### config.mk
export PLATFORM = sky130hd
export DESIGN_NAME = bht_npc_unit
export DESIGN_NICKNAME = d
export VERILOG_FILES = /design/src/rtl/bht_npc_unit_pkg.sv /design/src/rtl/bht_npc_unit_table.sv /design/src/rtl/bht_npc_unit.sv
export SDC_FILE = /design/constraint.sdc
export NUM_CORES = 2
export LEC_CHECK = 0
export BUFFER_PORTS_ARGS = -buffer_cell sky130_fd_sc_hd__buf_2
export CORE_MARGIN = 1
export CORE_UTILIZATION = 44
export CTS_BUF_LIST = sky130_fd_sc_hd__clkbuf_8 sky130_fd_sc_hd__clkbuf_16
export DETAILED_ROUTE_END_ITERATION = 8
export PLACE_DENSITY = 0.63
export SYNTH_ARGS = -nofsm -noshare
export SYNTH_HDL_FRONTEND = slang
export SYNTH_HIERARCHICAL = 1
export SYNTH_SLANG_ARGS = --single-unit
### constraint.sdc
create_clock -name clk -period 9 [get_ports clk]
set_input_delay 1.35 -clock clk [delete_from_list [all_inputs] [get_ports clk]]
set_output_delay 1.35 -clock clk [all_outputs]
set_load 0.01 [all_outputs]
### src/rtl/bht_npc_unit_pkg.sv
// Shared definitions for the next-PC unit: 2-bit counter encodings,
// next-PC source select codes and the saturating counter update helper.
package bht_npc_unit_pkg;

   localparam logic [1:0] CTR_SNT = 2'd0;   // strongly not taken
   localparam logic [1:0] CTR_WNT = 2'd1;   // weakly not taken
   localparam logic [1:0] CTR_WT  = 2'd2;   // weakly taken
   localparam logic [1:0] CTR_ST  = 2'd3;   // strongly taken

   typedef enum logic [2:0] {
      SEL_SEQ  = 3'd0,
      SEL_PRED = 3'd1,
      SEL_JAL  = 3'd2,
      SEL_JALR = 3'd3,
      SEL_FIX  = 3'd4
   } npc_sel_e;

   // Saturating 2-bit counter step toward the observed outcome.
   function automatic logic [1:0] ctr_next(input logic [1:0] ctr, input logic taken);
      logic [1:0] nxt;
      case (ctr)
         CTR_SNT: nxt = taken ? CTR_WNT : CTR_SNT;
         CTR_WNT: nxt = taken ? CTR_WT  : CTR_SNT;
         CTR_WT:  nxt = taken ? CTR_ST  : CTR_WNT;
         CTR_ST:  nxt = taken ? CTR_ST  : CTR_WT;
         default: nxt = CTR_WNT;
      endcase
      return nxt;
   endfunction

endpackage

### src/rtl/bht_npc_unit_table.sv
// Direct-mapped branch history/target table: combinational read port for
// the fetch PC, one write port for the EX branch, counter saturation.
// Reads return the contents present before the clock edge (no bypass).
module bht_npc_unit_table
   import bht_npc_unit_pkg::*;
#(
   parameter int         IDX_W     = 5,
   parameter logic [1:0] ALLOC_CTR = 2'b10
) (
   input  logic                clk,
   input  logic                rst,
   input  logic [IDX_W-1:0]    rd_idx,
   input  logic [29-IDX_W:0]   rd_tag,
   output logic                pred_taken,
   output logic [31:0]         pred_target,
   input  logic                wr_en,
   input  logic [IDX_W-1:0]    wr_idx,
   input  logic [29-IDX_W:0]   wr_tag,
   input  logic                wr_taken,
   input  logic [31:0]         wr_target
);

   localparam int ENTRIES = 2 ** IDX_W;
   localparam int TAG_W   = 30 - IDX_W;

   logic             valid_r  [ENTRIES];
   logic [TAG_W-1:0] tag_r    [ENTRIES];
   logic [31:0]      target_r [ENTRIES];
   logic [1:0]       ctr_r    [ENTRIES];

   logic rd_hit_s;
   logic wr_hit_s;

   // Fetch-side lookup and EX-side hit detection.
   always_comb begin
      rd_hit_s    = valid_r[rd_idx] && (tag_r[rd_idx] == rd_tag);
      wr_hit_s    = valid_r[wr_idx] && (tag_r[wr_idx] == wr_tag);
      pred_taken  = rd_hit_s & ctr_r[rd_idx][1];
      pred_target = target_r[rd_idx];
   end

   // Table storage: reset invalidates everything, otherwise train on EX branches.
   always_ff @(posedge clk) begin
      if (rst) begin
         for (int i = 0; i < ENTRIES; i++) begin
            valid_r[i]  <= 1'b0;
            tag_r[i]    <= {TAG_W{1'b0}};
            target_r[i] <= 32'h0000_0000;
            ctr_r[i]    <= CTR_WNT;
         end
      end else if (wr_en) begin
         if (wr_hit_s) begin
            ctr_r[wr_idx] <= ctr_next(ctr_r[wr_idx], wr_taken);
            if (wr_taken) begin
               target_r[wr_idx] <= wr_target;
            end
         end else if (wr_taken) begin
            // Allocate or replace the aliasing entry; untaken misses leave it alone.
            valid_r[wr_idx]  <= 1'b1;
            tag_r[wr_idx]    <= wr_tag;
            target_r[wr_idx] <= wr_target;
            ctr_r[wr_idx]    <= ALLOC_CTR;
         end
      end
   end

endmodule

### src/rtl/bht_npc_unit.sv
// Next-PC unit with integrated BHT/BTB: misprediction detection, next-PC
// priority mux and optional branch statistics.
// Optional feature macro: BPU_STATS_EN (adds BrCnt/MissCnt counters;
// when undefined both outputs are tied to zero).
module bht_npc_unit
   import bht_npc_unit_pkg::*;
#(
   parameter int         IDX_W     = 5,
   parameter logic [1:0] ALLOC_CTR = 2'b10,
   parameter int         CNT_W     = 32
) (
   input  logic             clk,
   input  logic             rst,
   input  logic [31:0]      PCF,
   input  logic             JalD,
   input  logic [31:0]      JalTarget,
   input  logic             JalrE,
   input  logic [31:0]      JalrTarget,
   input  logic             BranchE,
   input  logic             BranchTakenE,
   input  logic [31:0]      BranchTargetE,
   input  logic [31:0]      PCE,
   input  logic             PredTakenE,
   output logic [31:0]      PC_In,
   output logic             PredTakenF,
   output logic             MissE,
   output logic [CNT_W-1:0] BrCnt,
   output logic [CNT_W-1:0] MissCnt
);

   logic [31:0] pre_pc_s;
   logic [31:0] fix_pc_s;
   logic        pred_s;
   npc_sel_e    sel_s;

   bht_npc_unit_table #(
      .IDX_W     (IDX_W),
      .ALLOC_CTR (ALLOC_CTR)
   ) u_table (
      .clk         (clk),
      .rst         (rst),
      .rd_idx      (PCF[IDX_W+1:2]),
      .rd_tag      (PCF[31:IDX_W+2]),
      .pred_taken  (pred_s),
      .pred_target (pre_pc_s),
      .wr_en       (BranchE),
      .wr_idx      (PCE[IDX_W+1:2]),
      .wr_tag      (PCE[31:IDX_W+2]),
      .wr_taken    (BranchTakenE),
      .wr_target   (BranchTargetE)
   );

   // Misprediction check and the PC that repairs it.
   always_comb begin
      MissE = BranchE & (BranchTakenE != PredTakenE);
      if (BranchTakenE) begin
         fix_pc_s = BranchTargetE;
      end else begin
         fix_pc_s = PCE + 32'd4;
      end
   end

   // Next-PC source priority: repair, JALR, JAL, prediction, sequential.
   always_comb begin
      PredTakenF = pred_s;
      if (MissE) begin
         sel_s = SEL_FIX;
      end else if (JalrE) begin
         sel_s = SEL_JALR;
      end else if (JalD) begin
         sel_s = SEL_JAL;
      end else if (pred_s) begin
         sel_s = SEL_PRED;
      end else begin
         sel_s = SEL_SEQ;
      end
      case (sel_s)
         SEL_FIX:  PC_In = fix_pc_s;
         SEL_JALR: PC_In = JalrTarget;
         SEL_JAL:  PC_In = JalTarget;
         SEL_PRED: PC_In = pre_pc_s;
         SEL_SEQ:  PC_In = PCF + 32'd4;
         default:  PC_In = PCF + 32'd4;
      endcase
   end

`ifdef BPU_STATS_EN
   logic [CNT_W-1:0] br_cnt_r;
   logic [CNT_W-1:0] miss_cnt_r;

   // Retired-branch and misprediction counters, wrapping naturally.
   always_ff @(posedge clk) begin
      if (rst) begin
         br_cnt_r   <= {CNT_W{1'b0}};
         miss_cnt_r <= {CNT_W{1'b0}};
      end else begin
         br_cnt_r   <= br_cnt_r + {{(CNT_W-1){1'b0}}, BranchE};
         miss_cnt_r <= miss_cnt_r + {{(CNT_W-1){1'b0}}, MissE};
      end
   end

   assign BrCnt   = br_cnt_r;
   assign MissCnt = miss_cnt_r;
`else
   assign BrCnt   = {CNT_W{1'b0}};
   assign MissCnt = {CNT_W{1'b0}};
`endif

endmodule

==> summary.txt <==
Outcome
  • Status: complete, but fails checks
  • Failing checks: design-rule violations, max-slew violations

Floorplanning
  • Cell Rows: about 170
  • Die Area: ~220,000 sq um
  • Die Width: between 400 and 500 microns
  • Core Area: 221,000 sq um
  • Die extent in y: ~470 microns
  • Starting Density: 44.5%
  • Num ports: between 200 and 300

Synth
  • Yosys top cell by area: edfxtp_1
  • Post-synth cell types: just over 80
  • Dominant synthesized flop cell: edfxtp_1
  • Number of flops mapped to enable cells by yosys: roughly 1,900
  • Async S/R FF share, synth: 0%
  • Mapped Cells: between 6,000 and 7,000
  • Seq/Total Area, Yosys: about 58%
  • Seq cells post-synth: between 1,500 and 2,000
  • Ys Warns: 6
  • Most frequent cell after synthesis: edfxtp_1
  • Synth area leaders: edfxtp_1, mux4_2, and2_1
  • Top cell type's share of synthesized area: 57.8%
  • Syn avg cell area: 14.4 sq um
  • Post-synth top cells: edfxtp_1, and2_1, and3_1
  • Synth Cell Area: a little under 100,000 sq um

Finish
  • Nets: ~7,000
  • Layout cells sized above 1: 21.6%
  • Design Area, Final: roughly 110,000 sq um
  • Layout area overhead: 10.3%
  • Fillers: between 15,000 and 20,000

Timing
  • Slew Viols, Final: just over 100
  • Final Hold Vio Count: 0
  • Fin crit share: between 90% and 100%
  • Setup Viol. Count Final: 0
  • Worst-Margin Slew: ~1.6 ns
  • Rel. slew slack: -7.27%
  • Worst hold margin: about 0.47 ns
  • Period minus WS final: around 8.6 ns
  • Highest clock rate: 116 MHz
  • Unrepaired setup endpoints after global routing: false
  • Setup_tns: 0 ns
  • Setup Skew: between 0.06 and 0.07 ns

Placed design
  • Placed Area: between 100,000 and 150,000 sq um
  • Buffers on Ports: 200
  • DP HPWL: 211 mm
  • GP Congestion: around 0.97

Clock network
  • CTS tree: done
  • Setup Fix Bufs, Post-CTS: 0
  • Worst skew pair latency: between 0.9 and 1 ns
  • Cts repair resizes: 0
  • Clock root buffer: clkbuf_16
  • Post-CTS Hold Buffers: 0
  • Clk sinks: about 1,900
  • Clk buf depth: 3
  • Num CTS Buffers: 200
  • H-tree levels: 4
  • Clk pin slew, worst setup/hold paths: 0.06 ns

Global routing
  • Tot GR Track Use: 33.3%
  • Vias in the first global route: 63,300
  • Gr ovfl total: 0
  • Initial antenna violation count: 63
  • First-pass GRT wire length: slightly above 500 mm
  • Largest net degree at the start of global routing: 339

Worst setup path
  • Critical Path Fanout Max: 66
  • Worst Setup Path Type: in -> out
  • Crit path cell chain: buf_8 -> buf_4 -> mux4_2 -> mux4_2 -> mux2i_1 -> xnor2_1 -> nor4_1 -> nand3_1 -> nor4_2 -> buf_4 -> nand2b_1 -> a211oi_4 -> buf_12 -> a222oi_1 -> nand2_1 -> a2bb2oi_1 -> buf_2
  • Critical Path Source Type: primary input
  • Top cell family by delay on the critical path: simple AND/OR/NAND/NOR gates
  • Crit-path slowest cell: nor4_2
  • CP Capture Type: primary output
  • Flop-to-flop setup slack: between 3 and 4 ns
  • Slowest stage delay, CP: 0.81 ns
  • Reg2Reg Depth: 10
  • Buf/Inv on CP: 5
  • Required time of the critical path: approximately 7.7 ns
  • CP arrival: roughly 7.3 ns
  • WP depth: 17

Power
  • Peak supply drop: approximately 210 uV
  • Leak: approximately 40 nW
  • Power Density: between 150 and 200 nW/um^2

Detailed routing
  • Iter 0 DRT Violations: roughly 13,000
  • Via-to-Cell Ratio: a little under 7
  • DRC: 17
  • Routed len/inst: between 30 and 40 microns
  • Vias: 66,700
  • Detail Route Antenna Nets: 0
  • DRT Pass-1 Iters: 9
  • WL final: 380 mm

Run
  • Max-cap violations: 0

Worst hold path
  • Hold path depth: 2
  • Min-Delay Path Class: reg -> reg
## placed cells by master (no fill, tap or decap), types with 28 or more instances in the layout
cell type     n
xnor2_1      31
edfxtp_1   1888
nand3_1      61
nand4_1      28
inv_1        66
conb_1       64
buf_4       209
and2_1     1031
o22ai_1     206
clkbuf_16   201
nand2_1     162
clkinv_2     34
xor2_1       32
and3_1      826
o21ai_4      32
nand2_2      32
nor4_1       71
nor2_1       64
nor2_4       32
o21ai_1      41
clkinv_1     50
mux4_2      599
o21ai_0      53
buf_2       194
diode_2      36
dfxtp_1      32
mux2i_1     429
mux2_2       33
## flip-flops by register name, summed over array words and instances, names as in the netlist
register / cells
u_table/target_r: 1024
u_table/tag_r: 800
u_table/ctr_r: 64
u_table/valid_r: 32
## worst paths after layout
| path | startpoint | endpoint |
|---|---|---|
| max reg2reg | u_table/tag_r[0][2]$_SDFFCE_PN0P_ | u_table/tag_r[19][12]$_SDFFCE_PN0P_ |
| min reg2reg | u_table/valid_r[22]$_DFF_P_ | u_table/valid_r[22]$_DFF_P_ |
| max | PCF[2] | PC_In[18] |
| min | u_table/valid_r[22]$_DFF_P_ | u_table/valid_r[22]$_DFF_P_ |
## logic make-up (layout without fill, tap and decap cells)
group                      after synthesis  in the layout  synth area share, %
DFF                                   1920           1920                 58.4
other                                    1            100              0.00382
xor gates and xnor gates                63             63                0.562
AOI/OAI and AO/OA                      509            509                 3.40
and+or+nand+nor                       2395           2395                 14.6
adders and majority gates                2              2               0.0255
buffers and inverters                  859            823                 4.34
muxes                                 1069           1069                 18.6
## through the flow
| stage | util (%) | cells | setup slack, ns | total power, W |
|---|---|---|---|---|
| final | 49.1 | 9839 | 0.364 | 0.0210 |
| after floorplan | - | 6881 | 1.89 | 0.0119 |
| after global routing | 49.0 | 9816 | 0.393 | 0.0214 |
| after detailed placement | 46.1 | 9438 | 0.491 | 0.0128 |
| after CTS | 49.0 | 9803 | 0.464 | 0.0209 |
| after global placement | 46.1 | 9438 | 0.432 | 0.0128 |
## worst reg2reg max path: stages (launching register included)
cell and delay (ns):
edfxtp_1 0.43, mux2i_1 0.16, o22ai_1 0.11, nor4_1 0.58
a21oi_1 0.15, nor4_1 0.92, and4_1 0.32, nand4_1 0.24
buf_12 0.33, buf_4 1.30, and3_1 0.40
## power breakdown
group / leakage (nW) / internal (W) / total, W / switching, W
Clock: 3.30 / 0.00458 / 0.00827 / 0.00369
Combinational: 18.8 / 0.000814 / 0.00225 / 0.00143
Sequential: 18.2 / 0.0103 / 0.0105 / 0.000190
## metal layers
metal  GRT usage [%]  part of all wire (%)  up-vias
met5               0                 0.029        -
met4            20.2                   7.2       14
met3            9.06                    14     1160
met2            49.8                    44     5618
met1            43.3                    35    34000
li1                -                     -    25900
## final cells by class
cell class	instances	area (sq um)	area share, %
flip-flops and latches	1920	57300	53.0
clock inverters	161	1370	1.26
inverters	29	114	0.105
repair buffers	429	3030	2.80
well taps	2958	3700	3.42
multi-input cells	4102	37500	34.7
diodes	36	90.1	0.0832
clock buffers	204	5070	4.69
Power figures use the tool's default switching activity.
